[config.mk]
export PLATFORM = sky130hd
export DESIGN_NAME = fifo_param
export DESIGN_NICKNAME = d
export VERILOG_FILES = /design/src/rtl/fifo_param.sv
export SDC_FILE = /design/constraint.sdc
export NUM_CORES = 1
export LEC_CHECK = 0
export CAP_MARGIN = 20
export CORE_UTILIZATION = 30
export DETAILED_ROUTE_END_ITERATION = 6
export PLACE_DENSITY_LB_ADDON = 0.05
export SLEW_MARGIN = 20
export SYNTH_ARGS = -nofsm -noshare
export SYNTH_HDL_FRONTEND = slang
export SYNTH_SLANG_ARGS = --single-unit
[constraint.sdc]
create_clock -name clk -period 10.96 [get_ports clk]
set_clock_uncertainty 0.05 [all_clocks]
set_input_delay 1.096 -clock clk [delete_from_list [all_inputs] [get_ports clk]]
set_output_delay 1.096 -clock clk [all_outputs]
set_load 0.02 [all_outputs]
[src/rtl/fifo_param.sv]
// Parametrised synchronous FIFO with almost-full/almost-empty flags and a registered
// per-request handshake decoded from a small operation-status state machine.
module fifo_param #(
    parameter int unsigned DATA_WIDTH = 32,
    parameter int unsigned DEPTH      = 8,
    parameter int unsigned AF_LEVEL   = 6,
    parameter int unsigned AE_LEVEL   = 2
) (
    input  logic                         clk,
    input  logic                         reset,
    input  logic                         wr_en,
    input  logic                         rd_en,
    input  logic [DATA_WIDTH-1:0]        d_in,
    output logic [DATA_WIDTH-1:0]        d_out,
    output logic                         full,
    output logic                         empty,
    output logic                         almost_full,
    output logic                         almost_empty,
    output logic                         wr_ack,
    output logic                         wr_err,
    output logic                         rd_ack,
    output logic                         rd_err,
    output logic [$clog2(DEPTH+1)-1:0]   data_count,
    output logic [2:0]                   state
);

    localparam int unsigned CNT_W = $clog2(DEPTH + 1);
    localparam int unsigned PTR_W = $clog2(DEPTH);

    localparam logic [CNT_W-1:0] DepthCnt = CNT_W'(DEPTH);
    localparam logic [CNT_W-1:0] AfCnt    = CNT_W'(AF_LEVEL);
    localparam logic [CNT_W-1:0] AeCnt    = CNT_W'(AE_LEVEL);
    localparam logic [PTR_W-1:0] LastPtr  = PTR_W'(DEPTH - 1);

    typedef enum logic [2:0] {
        StInit   = 3'b000,
        StWrite  = 3'b001,
        StWrErr  = 3'b010,
        StNoOp   = 3'b011,
        StRead   = 3'b100,
        StRdErr  = 3'b101,
        StRdwr   = 3'b110,
        StUnused = 3'b111
    } state_e;

    state_e                  state_q, state_d;
    logic [PTR_W-1:0]        wptr_q, rptr_q;
    logic [CNT_W-1:0]        cnt_q;
    logic [DATA_WIDTH-1:0]   dout_q;
    // Marks an RD_ERR that came from a simultaneous request on an empty FIFO,
    // where the write half still succeeded.
    logic                    both_empty_q, both_empty_d;
    logic                    do_wr, do_rd;
    logic [DATA_WIDTH-1:0]   mem [DEPTH];

    function automatic logic [PTR_W-1:0] ptr_inc(input logic [PTR_W-1:0] p);
        return (p == LastPtr) ? '0 : p + 1'b1;
    endfunction

    always_comb begin
        state_d      = StNoOp;
        do_wr        = 1'b0;
        do_rd        = 1'b0;
        both_empty_d = 1'b0;
        // The unused code falls through to NO_OP without touching storage.
        if (state_q != StUnused) begin
            if (wr_en && rd_en) begin
                do_wr = 1'b1;
                if (cnt_q != '0) begin
                    do_rd   = 1'b1;
                    state_d = StRdwr;
                end else begin
                    state_d      = StRdErr;
                    both_empty_d = 1'b1;
                end
            end else if (wr_en) begin
                if (cnt_q < DepthCnt) begin
                    do_wr   = 1'b1;
                    state_d = StWrite;
                end else begin
                    state_d = StWrErr;
                end
            end else if (rd_en) begin
                if (cnt_q != '0) begin
                    do_rd   = 1'b1;
                    state_d = StRead;
                end else begin
                    state_d = StRdErr;
                end
            end
        end
    end

    always_ff @(posedge clk) begin
        if (reset) begin
            state_q      <= StInit;
            wptr_q       <= '0;
            rptr_q       <= '0;
            cnt_q        <= '0;
            dout_q       <= '0;
            both_empty_q <= 1'b0;
        end else begin
            state_q      <= state_d;
            both_empty_q <= both_empty_d;
            if (do_wr) begin
                wptr_q <= ptr_inc(wptr_q);
            end
            if (do_rd) begin
                rptr_q <= ptr_inc(rptr_q);
                dout_q <= mem[rptr_q];
            end
            if (do_wr && !do_rd) begin
                cnt_q <= cnt_q + 1'b1;
            end else if (do_rd && !do_wr) begin
                cnt_q <= cnt_q - 1'b1;
            end
        end
    end

    always_ff @(posedge clk) begin
        if (do_wr && !reset) begin
            mem[wptr_q] <= d_in;
        end
    end

    assign d_out        = dout_q;
    assign data_count   = cnt_q;
    assign state        = state_q;
    assign full         = (cnt_q == DepthCnt);
    assign empty        = (cnt_q == '0);
    assign almost_full  = (cnt_q >= AfCnt);
    assign almost_empty = (cnt_q <= AeCnt);

    assign wr_ack = (state_q == StWrite) || (state_q == StRdwr) ||
                    ((state_q == StRdErr) && both_empty_q);
    assign wr_err = (state_q == StWrErr);
    assign rd_ack = (state_q == StRead) || (state_q == StRdwr);
    assign rd_err = (state_q == StRdErr);

endmodule

==> qor.csv, run 1 <==
stage,metric,value,unit
critical_path,startpoint types,input port,
synth,cell area after synthesis,11400,sq um
synth,Yosys reg bits,302,
timing,Least-Margin Pin Slew,1.07,ns
worst_hold_path,worst hold-check path type,register to register,
critical_path,"critical path fanouts, max",17,
clock_tree,clk buf depth,3,
die,core area,37600,sq um
place,routability congestion estimate from global placement,0.708,
synth,post-synth top area cell,edfxtp_1,
die,full die area,38800,sq um
critical_path,CP cell instances,"clkdlybuf4s50_1, or2b_1, nand3_1, or3b_2, nor2_4, buf_4",
critical_path,slowest CP cell,or3b_2,
global_routing,vias in the first global route,6019,
clock_tree,worst-skew pair later-pin latency,0.52,ns
die,Ports,83,
timing,RSZ-0062 raised after global routing,no,
timing,Setup-failing EPs final,0,
flow_run,Max Cap Viol,0,
synth,"Distinct cells, synth",40,
critical_path,CP peak stage delay,0.65,ns
route,Pre-antenna DRT Iters,4,
clock_tree,CTS resizes,0,
clock_tree,root buf cell,clkbuf_16,
global_routing,first-pass GRT wire length,38000,um
synth,"top cells by count, synth","edfxtp_1 (256), mux4_2 (64), dfxtp_1 (46)",
timing,Peak Freq,0.274,GHz
pwr,Pwr Density,225,nW/um^2
route,Met3 Wirelength,989,um
timing,minimum clock period,3.65,ns
synth,Synth Flop Type,edfxtp_1,
clock_tree,Clock transition at path regs,0.06,ns
timing,setup_tns,0,ns
clock_tree,TritonCTS clock tree,yes,
final_layout,antenna diode count,0,
timing,Final Hold Fails,0,
clock_tree,CTS Buf Count,36,
critical_path,internal reg-to-reg setup slack,7.98,ns
clock_tree,post-CTS setup buffer count,0,
final_layout,fin util,37.8,%
synth,"FFs w/ async S/R, synth",0,%
synth,Mapped Nets,583,
synth,cell count after synthesis,539,
critical_path,crit path DAT,3.78,ns
die,die width,197,um
clock_tree,Max H-tree Level,2,
final_layout,Filler cells,3442,
route,detailed-route DRC error count,0,
final_layout,Total Nets Final,693,
synth,syn avg cell area,21.2,sq um
die,Initial Util,30.4,%
clock_tree,CTS sink cnt,302,
route,Vias/cell,4.66,
clock_tree,hold-fix buffer count after cts,0,
critical_path,Critical Path RT,11.09,ns
worst_hold_path,min-delay src,d_out[26]$_SDFFE_PP0P_,
synth,Yosys Warn Count,0,
global_routing,GRT Resource Usage Total,13.4,%
global_routing,largest net degree at the start of global routing,67,
global_routing,initial antenna violation count,0,
route,DRT Wirelength,25000,um
pwr,Final Power,3.20,mW
place,IO buf count,82,
critical_path,crit path capture type,register,
route,DRT iter0 DRCs,246,
route,DR WL met2,11900,um
synth,sequential area share after synthesis,75.5,%
synth,top post-synthesis cells by area,"edfxtp_1 (67%), mux4_2 (13%), dfxtp_1 (8.1%)",
synth,post-synth top area share,67.4,%
timing,"Slew Viols, Final",0,
route,antenna-violating nets left,0,
run_status,outcome,"complete, no violations",
die,Site Rows,71,
critical_path,CP Launch Point,rd_en,
route,WL/cell,21.0,um
synth,cell with the most instances after synthesis,edfxtp_1,
final_layout,share of cells above drive strength 1,26.9,%
pwr,Leak,4.50,nW
global_routing,grt total ovfl,0,
pwr,maximum VDD drop,0.0902,mV
route,Via Count,5527,
timing,fin crit share,33.3,%
die,Die H,197,um
critical_path,critical path class,input port to register,
critical_path,Reg-to-Reg Start,state[0]$_SDFF_PP0_,
final_layout,synthesis-to-layout area growth,24.6,%
place,post-DP HPWL,14600,um
timing,relative slew slack,28.4,%
route,wire length on met1,11500,um
route,top sig layer,met4,
synth,"EDFF count, synth",256,
-- routing by layer --
layer  global-route usage, %  vias to the layer above
met1                    18.0                     2919
met5                       0                        -
met4                    4.54                        0
met3                    2.68                       41
met2                    21.7                      113
li1                        -                     2454
-- registers in the layout (all words and copies together) (netlist names) --
| register | cells |
|---|---|
| both_empty_q | 1 |
| rptr_q | 3 |
| data_count | 4 |
| mem | 256 |
| d_out | 32 |
| state | 3 |
| wptr_q | 3 |
-- cell families (layout without fill, tap and decap cells) --
| group | Yosys count | count (layout) | share of synthesized area [%] |
|---|---|---|---|
| AOI/OAI and AO/OA | 48 | 48 | 3.48 |
| xor gates and xnor gates | 2 | 2 | 0.154 |
| adders and majority gates | 8 | 8 | 0.943 |
| buffers and inverters | 34 | 171 | 1.75 |
| DFF | 302 | 302 | 75.5 |
| muxes | 100 | 100 | 16.2 |
| and+or+nand+nor | 45 | 45 | 2.06 |
-- stage by stage --
step,worst slack [ns],cells,hold WS [ns],area (sq um)
finish,7.31,1187,0.425,14200
global route,7.13,1187,0.455,14200
CTS,7.26,1187,0.432,14200
detailed placement,6.71,1122,0.415,13100
global placement,6.78,1114,0.414,12800
floorplan,6.36,539,0.416,11400
-- worst max-delay path, delay by kind of cell --
kind	cells	cell delay (ns)
and+or+nand+nor	4	1.61
buffers and inverters	2	1.06
-- cell type report --
class                   instances  area (sq um)  area share [%]
well taps                     511           639            4.50
flip-flops and latches        302          8620            60.7
inverters                       6          22.5           0.158
repair buffers                100          1120            7.88
clock buffers                  50           985            6.93
clock inverters                15           163            1.14
multi-input cells             203          2660            18.7
-- worst paths after layout --
path / end / cells past startpoint
max reg2reg: mem[3][12]$_DFFE_PP_ / 5
min: d_out[26]$_SDFFE_PP0P_ / 1
max: mem[3][12]$_DFFE_PP_ / 6
min reg2reg: d_out[26]$_SDFFE_PP0P_ / 1
-- report_power, final --
group | switching [mW] | total [mW] | internal [mW] | leakage (nW)
Clock | 0.452 | 1.15 | 0.701 | 0.554
Sequential | 0.0588 | 1.37 | 1.32 | 2.69
Combinational | 0.326 | 0.670 | 0.344 | 1.26
-- cell usage in the layout, fill, tap and decap left out, types with 4 or more instances in the layout --
master / n
nor2_1: 12
clkinv_2: 4
clkbuf_1: 12
mux2_2: 33
nor2_4: 6
dfxtp_1: 43
a22o_1: 33
clkbuf_16: 37
nand2_1: 6
buf_4: 9
inv_1: 5
mux4_2: 64
clkdlybuf4s50_1: 82
ha_1: 7
nand3_1: 4
edfxtp_1: 256
a21oi_1: 5
buf_16: 8
No activity file was read; power rests on OpenSTA's default activity.
==> run 2: changes to the inputs <==
==> constraint.sdc (replaced) <==
create_clock -name clk -period 3.6 [get_ports clk]
set_clock_uncertainty 0.05 [all_clocks]
set_input_delay 0.36 -clock clk [delete_from_list [all_inputs] [get_ports clk]]
set_output_delay 0.36 -clock clk [all_outputs]
set_load 0.02 [all_outputs]
==> run 2 against run 1 <==
Effect of this change: die area unchanged; final cell count increased by 0.59%; register-to-register slack got worse by 7.2 ns; combinational power increased to 3.0 times the previous value; sequential share of layout area increased by 0.11 points; first-iteration DRC count increased by 20%; worst hold slack about the same; wire length about the same.
==> qor.csv, run 2 (same netlist as run 1, synthesis figures left out) <==
stage,metric,value,unit
route,Via Count,5511,
final_layout,share of cells above drive strength 1,27.4,%
final_layout,Total Nets Final,701,
final_layout,antenna diode count,0,
worst_hold_path,worst hold-check path type,register to register,
timing,"Slew Viols, Final",0,
clock_tree,TritonCTS clock tree,yes,
place,routability congestion estimate from global placement,0.711,
flow_run,Max Cap Viol,0,
final_layout,fin cells,1194,
global_routing,vias in the first global route,6086,
die,full die area,38800,sq um
clock_tree,root buf cell,clkbuf_16,
final_layout,area occupied by multi-input gates,2670,sq um
global_routing,largest net degree at the start of global routing,67,
place,post-DP HPWL,14600,um
final_layout,FF/Latch Area,8620,sq um
timing,Least-Margin Pin Slew,0.762,ns
route,detailed-route DRC error count,0,
pwr,maximum VDD drop,0.318,mV
route,DRT Wirelength,25000,um
critical_path,crit path capture type,register,
route,Vias/cell,4.62,
run_status,outcome,"complete, no violations",
timing,Final Hold Fails,0,
timing,hold slack,0.426,ns
worst_hold_path,Worst Hold Depth,1,
global_routing,grt total ovfl,0,
die,core area,37600,sq um
place,placed cells,1129,
final_layout,"commonest non-fill, non-tap cell in the layout",edfxtp_1,
timing,setup_tns,0,ns
critical_path,critical path class,register to register,
place,IO buf count,82,
clock_tree,CTS sink cnt,302,
pwr,Leak,4.51,nW
die,Initial Util,30.4,%
final_layout,Filler cells,3420,
critical_path,"critical path fanouts, max",10,
clock_tree,worst-skew pair later-pin latency,0.51,ns
critical_path,crit path DAT,3.12,ns
die,die width,197,um
clock_tree,hold-fix buffer count after cts,0,
pwr,Pwr Density,692,nW/um^2
global_routing,initial antenna violation count,1,
clock_tree,CTS Buf Count,37,
timing,minimum clock period,2.78,ns
die,Ports,83,
clock_tree,CTS resizes,0,
die,Site Rows,71,
timing,Peak Freq,0.359,GHz
timing,fin crit share,77.3,%
final_layout,max reg flops,256,
critical_path,FF-to-FF path depth,9,
critical_path,startpoint types,register,
final_layout,most frequent cells in the layout,"edfxtp_1 (256), clkdlybuf4s50_1 (82), mux4_2 (64)",
route,Pre-antenna DRT Iters,4,
final_layout,"Most flops, register",mem,
final_layout,synthesis-to-layout area growth,24.3,%
timing,relative slew slack,49.2,%
route,antenna-violating nets left,0,
route,DRT iter0 DRCs,294,
critical_path,Critical Path RT,3.94,ns
clock_tree,Max H-tree Level,2,
route,WL/cell,20.9,um
pwr,Final Power,9.81,mW
die,Die H,197,um
global_routing,first-pass GRT wire length,38400,um
timing,Setup-failing EPs final,0,
global_routing,GRT Resource Usage Total,13.4,%
clock_tree,post-CTS setup buffer count,0,
clock_tree,Clock transition at path regs,0.06,ns
timing,RSZ-0062 raised after global routing,no,
clock_tree,clk buf depth,3,
-- run 2: cell types whose count changed in the layout (fill, tap and decap cells not counted), moves of 2 or more --
| cell | before | now |
|---|---|---|
| buf_16 | 8 | 0 |
| nor3_2 | 2 | 0 |
| clkinv_2 | 4 | 2 |
| nor3_4 | 1 | 3 |
| buf_4 | 9 | 20 |
| clkinv_1 | 3 | 5 |
| buf_12 | 0 | 5 |
| clkinvlp_4 | 2 | 0 |
| clkbuf_8 | 1 | 3 |
-- run 2: worst paths after layout --
kind	startpoint	slack [ns]	end
worst max register to register	data_count[3]$_SDFFE_PP0P_	0.82	data_count[3]$_SDFFE_PP0P_
worst max-delay path	data_count[3]$_SDFFE_PP0P_	0.82	data_count[3]$_SDFFE_PP0P_
worst min-delay path	d_out[26]$_SDFFE_PP0P_	0.43	d_out[26]$_SDFFE_PP0P_
worst min register to register	d_out[26]$_SDFFE_PP0P_	0.43	d_out[26]$_SDFFE_PP0P_
-- run 2: critical path: stages, from the launching register on --
cell      delay [ns]
dfxtp_1         0.41
or4_4           0.62
nand3_1         0.15
ha_1            0.19
inv_1           0.10
ha_1            0.34
a21oi_1         0.19
a211oi_1        0.10
a31oi_1         0.18
mux2_2          0.36
-- run 2: power by group --
group          switching [mW]  internal, mW
logic                   0.967          1.08
registers               0.208          4.00
clock network            1.38          2.17
-- run 2: final cells by class --
cell class / count / area share [%]
Timing Repair Buffer: 107 / 7.55
Clock buffer: 52 / 7.14
Tap cell: 511 / 4.51
Sequential cell: 302 / 60.8
Clock inverter: 13 / 1.02
Inverter: 6 / 0.159
Multi-Input combinational cell: 203 / 18.9
-- run 2: per-layer routing --
layer / GRT usage, % / routed length (um) / vias up
met2: 22.3 / 12100 / 114
li1: - / - / 2468
met4: 3.76 / 531 / 2
met5: 0 / 13 / -
met3: 2.75 / 1040 / 45
met1: 17.7 / 11300 / 2882
-- run 2: through the flow --
step / area (sq um) / utilization [%] / setup slack (ns)
5_1_grt: 14200 / 37.7 / 0.566
6_report: 14200 / 37.7 / 0.818
2_1_floorplan: 11400 / - / 0.343
3_5_place_dp: 13000 / 34.7 / 0.463
4_1_cts: 14200 / 37.7 / 0.820
3_3_place_gp: 13000 / 34.7 / 0.531
==> run 3: changes to the inputs <==
==> constraint.sdc (replaced) <==
create_clock -name clk -period 2.8 [get_ports clk]
set_clock_uncertainty 0.05 [all_clocks]
set_input_delay 0.28 -clock clk [delete_from_list [all_inputs] [get_ports clk]]
set_output_delay 0.28 -clock clk [all_outputs]
set_load 0.02 [all_outputs]
==> run 3 against run 2 <==
Effect of this change: the flow now finishes with violations (design-rule violations); combinational power grew 38%; via count grew 0.13%; critical endpoint unchanged; register-to-register slack lost 0.66 ns.
==> qor.csv, run 3 (same netlist as run 1, synthesis figures left out) <==
stage,metric,value,unit
final_layout,Filler cells,3413,
clock_tree,root buf cell,clkbuf_16,
final_layout,"Most flops, register",mem,
timing,Least-Margin Pin Slew,0.420,ns
worst_hold_path,Worst Hold Depth,3,
critical_path,FF-to-FF path depth,9,
die,Ports,83,
pwr,Final Power,12.5,mW
critical_path,"critical path fanouts, max",4,
die,Initial Util,30.4,%
route,Via Count,5518,
critical_path,Critical Path RT,3.13,ns
clock_tree,post-CTS setup buffer count,0,
clock_tree,clk buf depth,3,
final_layout,most frequent cells in the layout,"edfxtp_1 (256), clkdlybuf4s50_1 (82), mux4_2 (64)",
route,detailed-route DRC error count,2,
global_routing,grt total ovfl,0,
final_layout,antenna diode count,0,
critical_path,crit path DAT,2.97,ns
route,antenna-violating nets left,0,
place,routability congestion estimate from global placement,0.728,
run_status,violated checks,design-rule violations,
final_layout,"commonest non-fill, non-tap cell in the layout",edfxtp_1,
global_routing,initial antenna violation count,0,
timing,Setup-failing EPs final,0,
pwr,Pwr Density,873,nW/um^2
place,placed cells,1137,
final_layout,fin util,38.2,%
worst_hold_path,worst hold-check path type,input port to register,
final_layout,max reg flops,256,
global_routing,first-pass GRT wire length,38500,um
clock_tree,worst-skew pair later-pin latency,0.51,ns
timing,hold slack,0.403,ns
die,full die area,38800,sq um
critical_path,critical path class,register to register,
place,post-DP HPWL,14900,um
timing,Peak Freq,0.379,GHz
clock_tree,Max H-tree Level,2,
clock_tree,CTS sink cnt,302,
die,die width,197,um
pwr,maximum VDD drop,0.349,mV
die,core area,37600,sq um
flow_run,Max Cap Viol,0,
clock_tree,CTS Buf Count,36,
timing,fin crit share,94.2,%
die,Site Rows,71,
route,DRT Wirelength,25300,um
final_layout,share of cells above drive strength 1,29.2,%
final_layout,fin cells,1203,
global_routing,GRT Resource Usage Total,13.5,%
pwr,Leak,4.58,nW
final_layout,Total Nets Final,708,
timing,relative slew slack,72.0,%
run_status,outcome,finished with violations,
clock_tree,CTS resizes,0,
route,Vias/cell,4.59,
clock_tree,TritonCTS clock tree,yes,
critical_path,crit path capture type,register,
timing,RSZ-0062 raised after global routing,no,
final_layout,area occupied by multi-input gates,2670,sq um
clock_tree,Clock transition at path regs,0.06,ns
place,IO buf count,82,
route,Pre-antenna DRT Iters,6,
die,Die H,197,um
global_routing,largest net degree at the start of global routing,36,
global_routing,vias in the first global route,6073,
timing,minimum clock period,2.64,ns
route,DRT iter0 DRCs,288,
critical_path,startpoint types,register,
final_layout,synthesis-to-layout area growth,25.9,%
timing,"Slew Viols, Final",0,
final_layout,FF/Latch Area,8620,sq um
timing,Final Hold Fails,0,
route,WL/cell,21.1,um
clock_tree,hold-fix buffer count after cts,0,
## run 3: worst max-delay path, stage by stage, from the launching register on
cell and delay, ns:
dfxtp_1 0.31, or4_4 0.58, nand3_1 0.16, ha_1 0.19
inv_1 0.09, ha_1 0.32, a21oi_1 0.20, a211oi_1 0.11
a31oi_1 0.16, mux2_2 0.35
## run 3: path summary, 6_finish.rpt
check,slack (ns),to,start
setup / recovery,0.16,data_count[3]$_SDFFE_PP0P_,data_count[3]$_SDFFE_PP0P_
hold reg to reg,0.43,d_out[17]$_SDFFE_PP0P_,d_out[17]$_SDFFE_PP0P_
hold / removal,0.40,both_empty_q$_SDFF_PP0_,wr_en
setup reg to reg,0.16,data_count[3]$_SDFFE_PP0P_,data_count[3]$_SDFFE_PP0P_
## run 3: cell type report
type	instances	share of cell area, %
Timing Repair Buffer	115	8.92
Clock buffer	49	7.19
Sequential cell	302	60.0
Clock inverter	17	0.679
Tap cell	511	4.45
Multi-Input combinational cell	203	18.6
Inverter	6	0.157
## run 3: layer usage
layer  vias up  part of all wire [%]  routed length [um]  GRT usage, %
met1      2894                    47               11900          18.4
met5         -                     0                   0             0
met3        41                   3.2                 813          2.44
met2        96                    48               12100          21.9
met4         0                   1.9                 480          3.76
li1       2487                     -                   -             -
## run 3: per-stage QoR
step / area [sq um] / setup slack [ns] / setup TNS (ns)
floorplan: 11400 / -0.457 / -93.07
global placement: 13200 / 0.0726 / 0
detailed placement: 13200 / 0.107 / 0
CTS: 14400 / 0.176 / 0
global route: 14400 / 0.0528 / 0
finish: 14400 / 0.162 / 0
## run 3: report_power, final
| part | switching [mW] | internal [mW] |
|---|---|---|
| clock | 1.77 | 2.59 |
| sequential | 0.211 | 5.15 |
| combinational | 1.34 | 1.47 |
| total | 3.33 | 9.21 |
